`src/rtl/nn_pkg.sv`:
```
// Shared definitions for the neural-network datapath blocks.
package nn_pkg;

  typedef enum logic [1:0] {
    IDLE   = 2'd0,
    ACCUM  = 2'd1,
    OUTPUT = 2'd2
  } nn_state_e;

  // Width of a beat counter that must hold the values 0..n.
  function automatic int cnt_width(input int n);
    return (n < 1) ? 1 : $clog2(n + 1);
  endfunction

  // Zero negative values and clamp to the largest unsigned outW-bit value.
  // Works on a 64-bit signed value so layers with any ACC_W below 64 can reuse it.
  function automatic logic [63:0] relu_sat(input logic signed [63:0] value, input int outW);
    logic signed [63:0] maxVal;
    maxVal = (64'sd1 <<< outW) - 64'sd1;
    if (value < 64'sd0) begin
      return 64'd0;
    end else if (value > maxVal) begin
      return maxVal;
    end else begin
      return value;
    end
  endfunction

endpackage

```
`src/rtl/neuron_mac_relu_mac_unit.sv`:
```
// Combinational signed multiply, sign extension to accumulator width and add.
module mac_unit #(
  parameter int DATA_W   = 8,
  parameter int WEIGHT_W = 8,
  parameter int ACC_W    = 24
) (
  input  logic signed [DATA_W-1:0]   data_i,
  input  logic signed [WEIGHT_W-1:0] weight_i,
  input  logic signed [ACC_W-1:0]    addend_i,
  output logic signed [ACC_W-1:0]    sum_o
);

  localparam int PROD_W = DATA_W + WEIGHT_W;

  logic signed [PROD_W-1:0] product;
  logic signed [ACC_W-1:0]  productExt;

  // Full-precision signed product, widened with its sign, then added; the add wraps at ACC_W.
  always_comb begin
    product    = data_i * weight_i;
    productExt = ACC_W'(product);
    sum_o      = addend_i + productExt;
  end

endmodule

```
`src/rtl/neuron_mac_relu.sv`:
```
// Serial MAC neuron: accumulates N_INPUTS weighted beats plus a bias, then
// presents a shifted, ReLU'd and saturated unsigned result on valid/ready.
module neuron_mac_relu
  import nn_pkg::*;
#(
  parameter int DATA_W   = 8,
  parameter int WEIGHT_W = 8,
  parameter int N_INPUTS = 4,
  parameter int ACC_W    = 24,
  parameter int SHIFT    = 4,
  parameter int OUT_W    = 8
) (
  input  logic                       clk,
  input  logic                       reset,
  input  logic                       in_valid,
  output logic                       in_ready,
  input  logic signed [DATA_W-1:0]   in_data,
  input  logic signed [WEIGHT_W-1:0] in_weight,
  input  logic signed [ACC_W-1:0]    bias,
  output logic                       out_valid,
  input  logic                       out_ready,
  output logic [OUT_W-1:0]           out_data,
  output logic                       busy
);

  localparam int CNT_W = cnt_width(N_INPUTS);

  nn_state_e               state_q, state_d;
  logic signed [ACC_W-1:0] acc_q, acc_d;
  logic [CNT_W-1:0]        count_q, count_d;
  logic                    outValid_q, outValid_d;
  logic [OUT_W-1:0]        outData_q, outData_d;

  logic signed [ACC_W-1:0] macAddend;
  logic signed [ACC_W-1:0] macSum;
  logic signed [ACC_W-1:0] shiftedSum;
  logic [63:0]             satResult;
  logic                    beat;

  // The first beat of a vector starts from the bias; later beats from the running sum.
  always_comb begin
    macAddend = (state_q == IDLE) ? bias : acc_q;
  end

  mac_unit #(
    .DATA_W   (DATA_W),
    .WEIGHT_W (WEIGHT_W),
    .ACC_W    (ACC_W)
  ) u_mac (
    .data_i   (in_data),
    .weight_i (in_weight),
    .addend_i (macAddend),
    .sum_o    (macSum)
  );

  // Result as it would be if the current beat were the last one of the vector.
  always_comb begin
    shiftedSum = macSum >>> SHIFT;
    satResult  = relu_sat(64'(shiftedSum), OUT_W);
  end

  // Next-state logic: accept beats until the vector is complete, then hold the result.
  always_comb begin
    state_d    = state_q;
    acc_d      = acc_q;
    count_d    = count_q;
    outValid_d = outValid_q;
    outData_d  = outData_q;
    beat       = in_valid && (state_q != OUTPUT);

    unique case (state_q)
      IDLE: begin
        if (beat) begin
          acc_d   = macSum;
          count_d = CNT_W'(1);
          if (N_INPUTS == 1) begin
            state_d    = OUTPUT;
            outValid_d = 1'b1;
            outData_d  = OUT_W'(satResult);
          end else begin
            state_d = ACCUM;
          end
        end
      end
      ACCUM: begin
        if (beat) begin
          acc_d   = macSum;
          count_d = count_q + CNT_W'(1);
          if (count_q == CNT_W'(N_INPUTS - 1)) begin
            state_d    = OUTPUT;
            outValid_d = 1'b1;
            outData_d  = OUT_W'(satResult);
          end
        end
      end
      OUTPUT: begin
        if (out_ready) begin
          state_d    = IDLE;
          outValid_d = 1'b0;
          count_d    = '0;
        end
      end
      default: begin
        state_d = IDLE;
      end
    endcase
  end

  // State, accumulator and output registers; reset discards any partial or pending work.
  always_ff @(posedge clk or posedge reset) begin
    if (reset) begin
      state_q    <= IDLE;
      acc_q      <= '0;
      count_q    <= '0;
      outValid_q <= 1'b0;
      outData_q  <= '0;
    end else begin
      state_q    <= state_d;
      acc_q      <= acc_d;
      count_q    <= count_d;
      outValid_q <= outValid_d;
      outData_q  <= outData_d;
    end
  end

  // Handshake outputs depend only on registered state.
  always_comb begin
    in_ready  = (state_q != OUTPUT);
    busy      = (state_q != IDLE);
    out_valid = outValid_q;
    out_data  = outData_q;
  end

endmodule

```
`config.mk`:
```
export PLATFORM = sky130hd
export DESIGN_NAME = neuron_mac_relu
export DESIGN_NICKNAME = d
export VERILOG_FILES = /design/src/rtl/nn_pkg.sv /design/src/rtl/neuron_mac_relu_mac_unit.sv /design/src/rtl/neuron_mac_relu.sv
export SDC_FILE = /design/constraint.sdc
export NUM_CORES = 1
export LEC_CHECK = 0
export ABC_AREA = 1
export BUFFER_PORTS_ARGS = -buffer_cell sky130_fd_sc_hd__buf_2
export CAP_MARGIN = 30
export CORE_MARGIN = 5
export CORE_UTILIZATION = 57
export CTS_CLUSTER_DIAMETER = 150
export DETAILED_ROUTE_END_ITERATION = 16
export PLACE_DENSITY = 0.79
export SLEW_MARGIN = 20
export SYNTH_ARGS = -nofsm -noshare
export SYNTH_HDL_FRONTEND = slang
export SYNTH_SLANG_ARGS = --single-unit
```
`constraint.sdc`:
```
create_clock -name clk -period 5.55 [get_ports clk]
set_clock_uncertainty 0.15 [all_clocks]
set_input_delay 1.11 -clock clk [delete_from_list [all_inputs] [get_ports clk]]
set_output_delay 1.11 -clock clk [all_outputs]
set_load 0.03 [all_outputs]
```
Word-level counts from Yosys, hierarchy flattened
Cells that the tools add are included.
{ "classes": {"addsub": 2, "n_mul": 1, "n_div": 0, "order_cmp": 2, "n_eq_ne": 8, "shifts": 0, "n_mux": 16, "n_bitwise": 0, "n_reduce_logical": 11} }
{ "ops": {"columns": ["cell", "count"], "rows": [
  ["24-bit by 16-bit adder with 24-bit output", 1],
  ["24-bit two-way mux", 1],
  ["20-bit by 9-bit greater-than comparator with 1-bit output (second input constant)", 1],
  ["20-bit by 1-bit less-than comparator with 1-bit output (second input constant)", 1],
  ["8-bit by 8-bit multiplier with 16-bit output", 1],
  ["8-bit two-way mux", 2],
  ["4-bit AND reduction", 3],
  ["2-bit inequality test (second input constant)", 5],
  ["3-bit two-way mux", 3],
  ["3-bit case mux with 3 select lines", 1],
  ["2-bit two-way mux", 4],
  ["2-bit case mux with 3 select lines", 1],
  ["2-bit nonzero test", 2],
  ["3-bit by 1-bit adder with 3-bit output (second input constant)", 1],
  ["3-bit by 2-bit equality test with 1-bit output (second input constant)", 1],
  ["1-bit two-way mux", 3],
  ["3-bit AND reduction", 1],
  ["3-bit nonzero test", 1],
  ["2-bit by 1-bit equality test with 1-bit output (second input constant)", 1],
  ["2-bit equality test (second input constant)", 1],
  ["2-bit zero test", 1],
  ["1-bit case mux with 2 select lines", 1],
  ["2-bit AND reduction", 1],
  ["2-bit OR reduction", 1],
  ["1-bit logical AND", 1]
]} }
{ "totals": {"regBits": 38, "latch_bits": 0, "ramBits": 0, "rom_bits": 0, "inputBits": 44, "out_inout_bits": 11, "mem_count": 0} }

Longest topological paths before layout
Gate-level depths: netlist (run 1).
{ "depth": {"depth_word": 6, "ltp_mapped": 31, "mapped_depth_nobuf": 29} }

Cells and area by module
From an unflattened synthesis (run 1), not the netlist that was laid out.
{ "hier_totals": {"hier_cells": 853, "hier_area_um2": 6667.6} }
{ "modules_own_cells": {"columns": ["module", "instances", "cells_each", "area_per_inst_um2", "seq_area_each_um2"], "rows": [
  ["mac_unit", 1, 575, 4503.1, 0.0],
  ["neuron_mac_relu", 1, 278, 2164.6, 950.9]
]} }

Worst setup path before layout (run 1)
No wires, ideal clock.
{ "synth_timing": {"path_kind": "in2reg", "from": "input in_weight[0]", "to": "register outData_q[3] (netlist: out_data[3])", "setup_time_ns": 0.117, "t_arrival_ns": 6.157, "slack_ns": -0.874, "path_stages": 25, "path_cell_list": "clkbuf_1 -> nand2_1 -> fa_1 -> inv_1 -> fa_1 -> fa_1 -> fa_1 -> fa_1 -> ha_1 -> nand2_1 -> nand2_1 -> nand2_1 -> nand3_2 -> nand2_1 -> nand2_1 -> nand2_1 -> nand2_1 -> nor2_1 -> nand2_1 -> nor2_2 -> nand4_2 -> nand2_2 -> nand2_1 -> nand2_1 -> nand2_1"} }
{ "synth_via": {"elab_chain_cells": 5} }
{ "synth_rtl": {"columns": ["element", "line", "rtl"], "rows": [
  ["from (decl)", "neuron_mac_relu.sv:18", "input logic signed [WEIGHT_W-1:0] in_weight,"],
  ["8-bit by 8-bit multiplier with 16-bit output (*)", "neuron_mac_relu_mac_unit.sv:20", "product = data_i * weight_i;"],
  ["24-bit by 16-bit adder with 24-bit output (*)", "neuron_mac_relu_mac_unit.sv:22", "sum_o = addend_i + productExt;"],
  ["20-bit by 9-bit greater-than comparator with 1-bit output", "nn_pkg.sv:22", "end else if (value > maxVal) begin"],
  ["8-bit two-way mux", "nn_pkg.sv:22", null],
  ["8-bit two-way mux (*)", "nn_pkg.sv:20", "if (value < 64'sd0) begin"],
  ["to (signal assigned)", "neuron_mac_relu.sv:122", "outData_q <= outData_d;"],
  ["to (decl)", "neuron_mac_relu.sv:32", "logic [OUT_W-1:0] outData_q, outData_d;"]
]} }
Every way passes the cells marked *; elsewhere a longest branch is shown, timed or not.
A chain may end at the register's enable or synchronous reset.

Final worst setup path (run 1)
{ "layout_timing": {"from": "input in_data[7]", "to": "register outData_q[1] (netlist: out_data[1])"} }
{ "layout_via": {"elab_chain_cells": 5} }
{ "layout_rtl": {"columns": ["element", "line", "rtl"], "rows": [
  ["from (decl)", "neuron_mac_relu.sv:17", "input logic signed [DATA_W-1:0] in_data,"],
  ["8-bit by 8-bit multiplier with 16-bit output (*)", "neuron_mac_relu_mac_unit.sv:20", null],
  ["24-bit by 16-bit adder with 24-bit output (*)", "neuron_mac_relu_mac_unit.sv:22", null],
  ["20-bit by 9-bit greater-than comparator with 1-bit output", "nn_pkg.sv:22", null],
  ["8-bit two-way mux", "nn_pkg.sv:22", null],
  ["8-bit two-way mux (*)", "nn_pkg.sv:20", null]
]} }
Marked as above.

==> results of run 1 <==
[flip-flops by register name, indices dropped and copies added (netlist names)]
name,flops
state_q,2
count_q,3
acc_q,24
out_valid,1
out_data,8
[placed cells by master (no fill, tap or decap), types with 7 or more instances in the layout]
| master | Yosys | final |
|---|---|---|
| buf_2 | 1 | 45 |
| nand2_4 | 0 | 8 |
| ha_4 | 0 | 20 |
| o21ai_0 | 23 | 21 |
| dfrtp_1 | 38 | 38 |
| xnor2_1 | 14 | 12 |
| nand2_2 | 4 | 25 |
| nand3_1 | 15 | 11 |
| nor2_1 | 35 | 24 |
| nor2_2 | 2 | 11 |
| nand2_1 | 229 | 197 |
| nand3_2 | 4 | 7 |
| buf_4 | 0 | 98 |
| inv_2 | 2 | 10 |
| ha_1 | 60 | 40 |
| mux2i_1 | 21 | 19 |
| fa_1 | 104 | 99 |
| inv_1 | 198 | 187 |
[tightest hold or removal path, delay by kind of cell, from the launching register on]
| kind | cells | cell delay [ns] |
|---|---|---|
| and+or+nand+nor | 1 | 0.05 |
| AOI/OAI and AO/OA | 1 | 0.06 |
| DFF | 1 | 0.34 |
[layout make-up]
| class | instances | area, um^2 | share of cell area |
|---|---|---|---|
| repair buffers | 155 | 1159 | 0.1373 |
| clock inverters | 1 | 30.03 | 0.003558 |
| multi-input cells | 547 | 5225 | 0.6190 |
| well taps | 140 | 175.2 | 0.02075 |
| clock buffers | 7 | 132.6 | 0.01571 |
| inverters | 202 | 768.2 | 0.09102 |
| flip-flops and latches | 38 | 950.9 | 0.1127 |
[metal layers]
metal | GRT usage | wire (um) | up-vias | part of all wire
met5 | 0 | 0 | - | 0
met4 | 0.07193 | 390 | 0 | 0.023
met3 | 0.03212 | 759 | 36 | 0.046
met2 | 0.4832 | 8732 | 144 | 0.52
met1 | 0.3389 | 6775 | 2733 | 0.41
li1 | - | - | 2650 | -
[kinds of logic after synthesis]
group | Yosys count | share of synthesized area
buffers and inverters | 226 | 0.1315
adder cells (fa/ha/maj) | 164 | 0.4386
flip-flops | 38 | 0.1472
XOR/XNOR | 17 | 0.02305
multiplexers | 21 | 0.03255
AO/OA/AOI/OAI | 47 | 0.04029
AND/OR/NAND/NOR | 298 | 0.1867
[timing repair]
item / CTS / global route
hold buffers: 0 / 0
cloned: 0 / 1
pin swaps: 37 / 16
setup buffers: 11 / 5
resized for setup: 47 / 24
hold endpoints to repair: 0 / 0
endpoints found under the setup margin: 12 / 12
[per-stage QoR]
stage	TNS (ns)	utilization	hold WS (ns)
2_1_floorplan	-0.3793	-	0.2981
3_3_place_gp	-6.084	0.7158	0.3087
3_5_place_dp	-8.096	0.7171	0.3187
4_1_cts	-0.7069	0.7551	0.3353
5_1_grt	-3.749	0.7685	0.3635
6_report	-1.541	0.7685	0.3332
[worst paths after layout]
path	end	cells past startpoint	slack (ns)
max in group asynchronous	out_data[6]	3	4.08
worst min register to register	out_valid	2	0.33
min in group asynchronous	out_valid	3	0.80
worst min-delay path	out_valid	2	0.33
worst max register to register	out_data[1]	25	-0.13
worst max-delay path	out_data[1]	24	-0.24
==> impl_results.md, run 1 <==
* Ys flop type: dfrtp_1
* First drt pass iteration count at 4
* YS warnings at 0
* Final setup margin at -0.2376 ns
* Rel. slew slack at 0.5580
* Top delay family on crit path: adder cells
* CP max FO at 6
* # placed instances at 1065
* Critical Path Start: in_data[7]
* Fin crit share at 1.043
* Remaining Overflow, GRT at 0
* Vias in the first global route at 6165
* Final WL at 16660 um
* Chip height at 116.4 um
* CTS H-tree lvls at 2
* CTS tree: built
* Pin count of the biggest net entering global routing at 39
* Number of DRC markers in iteration 0 at 296
* Post-synthesis sequential area ratio at 0.1472
* Num rows at 38
* Mapped Nets at 1019
* Detail Route Antenna Nets at 0
* Clk_lat worst skew at 0.28 ns
* # fillers at 777
* RSZ-0062 raised after global routing: true
* Post-Syn Instances at 811
* Synth area leader: fa_1
* CP dominant cell by count: nand2_2
* Failing checks: setup timing
* CP required at 5.56 ns
* Final cell count without fillers at 1090
* CP bufs+invs at 6
* Yosys cell types at 31
* Slew Limit Fails at 0
* Clock slew at reported path FFs at 0.06 ns
* Root Buffer: clkbuf_16
* Top-Level Pins at 55
* Min-delay worst type: reg -> reg
* Clock sink total at 38
* HPWL Detailed at 14120 um
* DRC at 0
* Critical Path, Cell by Cell: buf_12 > buf_6 > nand2_4 > inv_2 > fa_2 > fa_2 > buf_4 > fa_1 > fa_1 > ha_1 > ha_4 > nand2_1 > inv_1 > nand2_4 > nor3_4 > nand2_2 > nand2_2 > nand2_2 > nand2_2 > xnor2_2 > nand4_2 > buf_4 > nor2_2 > o21ai_1
* Pre-CTS setup slack at -0.7647 ns
* CTS Buffer Depth at 2
* Core area at 0.01098 mm^2
* Worst slew pin tran at 0.6622 ns
* Yosys reg bits at 38
* Placer Congestion at 0.8545
* Worst Setup End Kind: flip-flop
* Critical path class: in -> reg
* Via density per instance at 5.104
* Worst path max stage delay at 0.61 ns
* Crit path arrival time at 5.80 ns
* Syn Std Cell Area at 0.006459 mm^2
* Top post-synthesis cells by area: fa_1 (32%), dfrtp_1 (15%), nand2_1 (13%)
* Max stage delay cell, worst path: fa_2
* Initial antenna violation count at 0
* Ys async rst share at 1.000
* Worst Hold Launch: out_valid
* Fin crit period at 5.788 ns
* Antenna cells at 0
* Outcome: finished, violations left
* Endpoints failing setup at 9
* Die Wd at 116.4 um
* Avg Cell Area, Syn at 7.964 um^2
* Die ar. at 0.01356 mm^2
* Share of the synthesized area in the top cell type at 0.3224
* Fin area at 0.008441 mm^2
* Share of cells above drive strength 1 at 0.2874
* RR Startpoint: state_q[1]
* Number of flops mapped to enable cells by yosys at 0
* Initial Utilization at 0.5881
* Drt wl/cell at 15.28 um
* Final Hold Vio Count at 0
* Placed instance area at 0.007876 mm^2
* Worst setup SP type: primary input
* Max Cap Viol at 0
* Most numerous cell in the Yosys netlist: nand2_1
* First-pass GRT wire length at 28370 um
* # port buffers at 54
* Vias at 5563
* FMAX at 172.8 MHz
* Commonest cells post-synth: nand2_1 (229), inv_1 (198), fa_1 (104)
* P&R area growth vs syn at 30.69%
* CTS Buf Count at 5
* GRT Total Usage at 0.2673
* Layout Nets at 1157
Power of run 1 is left out: the tool's default activity adds up to more than one toggle a clock period on the data nets, which glitch-free logic cannot reach.
==> inputs of run 2 (changes only) <==
SKIP_LAST_GASP = 1   (was unset)
==> run 2 against run 1 <==
The flow still finishes with violations (setup timing). Critical path depth did not move. Register-to-register slack barely moved. Final cell count did not move.
==> impl_results.md, run 2 (synthesis results as in run 1) <==
* Fin crit period at 5.791 ns (+0.003410 ns)
* Critical Path Start: in_data[7]
* Die Wd at 116.4 um (unchanged)
* Commonest non-fill, non-tap cell in the layout: nand2_1
* Num rows at 38 (unchanged)
* CTS Buf Count at 5 (unchanged)
* Placer Congestion at 0.8545 (unchanged)
* RSZ-0062 raised after global routing: true
* P&R area growth vs syn at 30.41%
* FF-to-FF setup slack at -0.12 ns (about the same)
* Grt met1 use at 0.3332 (-0.005728)
* Endpoints failing setup at 9 (unchanged)
* Final cell count without fillers at 1090 (unchanged)
* Vias at 5577 (+0.25%)
* Met2 usage at 0.4840 (+0.0007628)
* Detail Route Antenna Nets at 0 (unchanged)
* M3 GR Usage at 0.04145 (+0.009326)
* Worst slew pin tran at 0.6397 ns (-0.02256 ns)
* Failing checks: setup timing
* Rel. slew slack at 0.5731 (+0.01506)
* Worst Hold Path EP: out_valid
* # placed instances at 1065 (unchanged)
* Final Core Density at 0.7669 (-0.001595)
* Max Cap Viol at 0 (unchanged)
* Final setup margin at -0.2411 ns (-0.003410 ns)
* Remaining Overflow, GRT at 0 (unchanged)
* Layout Nets at 1157 (unchanged)
* Root Buffer: clkbuf_16
* Worst Hold Slack at 0.3310 ns (-0.002183 ns)
* Chip height at 116.4 um (unchanged)
* Gr busiest metal: met2
* DRC at 0 (unchanged)
* HPWL Detailed at 14120 um (unchanged)
* Min-delay worst type: reg -> reg
* CTS Buffer Depth at 2 (unchanged)
* Antenna cells at 0 (unchanged)
* Share of cells above drive strength 1 at 0.2842 (-0.003158)
* Cell count of the worst reg-to-reg path at 25 (unchanged)
* Critical path class: in -> reg
* Core area at 0.01098 mm^2 (unchanged)
* Clock slew at reported path FFs at 0.06 ns (about the same)
* Slew Limit Fails at 0 (unchanged)
* Hold Buf Count CTS at 0 (unchanged)
* Hold Crit Depth at 2 (unchanged)
* Worst Setup End Kind: flip-flop
* FMAX at 172.7 MHz (about the same)
* Die ar. at 0.01356 mm^2 (unchanged)
* CTS H-tree lvls at 2 (unchanged)
* Clock sink total at 38 (unchanged)
* Clk_lat worst skew at 0.28 ns (about the same)
* Via density per instance at 5.117 (+0.25%)
* Initial Utilization at 0.5881 (unchanged)
* GRT Total Usage at 0.2676 (+0.0003303)
* Top-Level Pins at 55 (unchanged)
* Crit path arrival time at 5.80 ns (about the same)
* FF-to-FF End: out_data[1]
* Number of DRC markers in iteration 0 at 290 (-2.0%)
* # fillers at 781 (+0.51%)
* Worst Hold Launch: out_valid
* CTS tree: built
* CP max FO at 6 (unchanged)
* First-pass GRT wire length at 28390 um (about the same)
* Outcome: finished, violations left
* # port buffers at 54 (unchanged)
* Biggest register: acc_q
* Worst setup SP type: primary input
* Initial antenna violation count at 0 (unchanged)
* Final Hold Vio Count at 0 (unchanged)
* CP required at 5.56 ns (about the same)
* Fin crit share at 1.043 (about the same)
* Pin count of the biggest net entering global routing at 39 (unchanged)
* Max reg flops at 24 (unchanged)
* Commonest non-fill, non-tap cells in the layout: nand2_1 (197), inv_1 (188), fa_1 (99), buf_4 (98), buf_2 (46)
* Drt wl/cell at 15.29 um (about the same)
* Vias in the first global route at 6190 (+0.41%)
* Final WL at 16670 um (about the same)
* First drt pass iteration count at 5 (+1)
* RR Startpoint: state_q[1]
[run 2: changes by cell type in the layout (fill, tap and decap cells not counted), sizes merged]
cell and change:
buf +1, clkbuf -1
[run 2: worst max-delay path by stage]
stage	to	slack [ns]	depth (start not counted)
after floorplan	out_data[6]	-0.06	25
after global placement	out_data[5]	-0.62	26
after detailed placement	out_data[6]	-0.76	28
after CTS	out_data[6]	-0.12	26
after global routing	out_data[5]	-0.47	23
final	out_data[1]	-0.24	24
[run 2: layout make-up]
cell class / count / area [um^2] / share of cell area
sequential: 38 / 950.9 / 0.1129
multi-input combinational: 547 / 5210 / 0.6185
clock inverter: 1 / 30.03 / 0.003565
tap: 140 / 175.2 / 0.02080
clock buffer: 7 / 132.6 / 0.01575
inverter: 202 / 768.2 / 0.09121
timing repair buffer: 155 / 1156 / 0.1373
[run 2: through the flow]
| step | setup slack [ns] | TNS [ns] | cell area (um^2) |
|---|---|---|---|
| final | -0.2411 | -1.655 | 8423 |
| after global routing | -0.4652 | -3.815 | 8423 |
| after CTS | -0.1167 | -0.7220 | 8288 |
| after detailed placement | -0.7647 | -8.096 | 7876 |
| after global placement | -0.6152 | -6.084 | 7861 |
| after floorplan | -0.06342 | -0.3793 | 6905 |
[run 2: critical path, stage by stage]
cell,delay [ns]
buf_12,0.12
buf_6,0.11
nand2_4,0.04
inv_2,0.04
fa_2,0.61
fa_2,0.53
buf_4,0.18
fa_1,0.50
fa_1,0.49
ha_1,0.32
ha_4,0.30
nand2_1,0.05
inv_1,0.11
nand2_4,0.09
nor3_4,0.12
nand2_2,0.10
nand2_2,0.11
nand2_2,0.08
nand2_2,0.08
xnor2_2,0.13
nand4_2,0.19
buf_4,0.18
nor2_2,0.12
o21ai_1,0.07
[run 2: repair_timing]
item | CTS | global route
buffers inserted | 11 | 5
cloned | 0 | 1
setup endpoints to repair | 12 | 12
gates resized for setup | 46 | 20
pin swaps | 37 | 16
[run 2: layer usage]
metal / vias up / share of wire
li1: 2650 / -
met1: 2735 / 0.41
met2: 154 / 0.52
met3: 38 / 0.046
met4: 0 / 0.025
met5: - / 0
Power of run 2 is left out for the same reason.
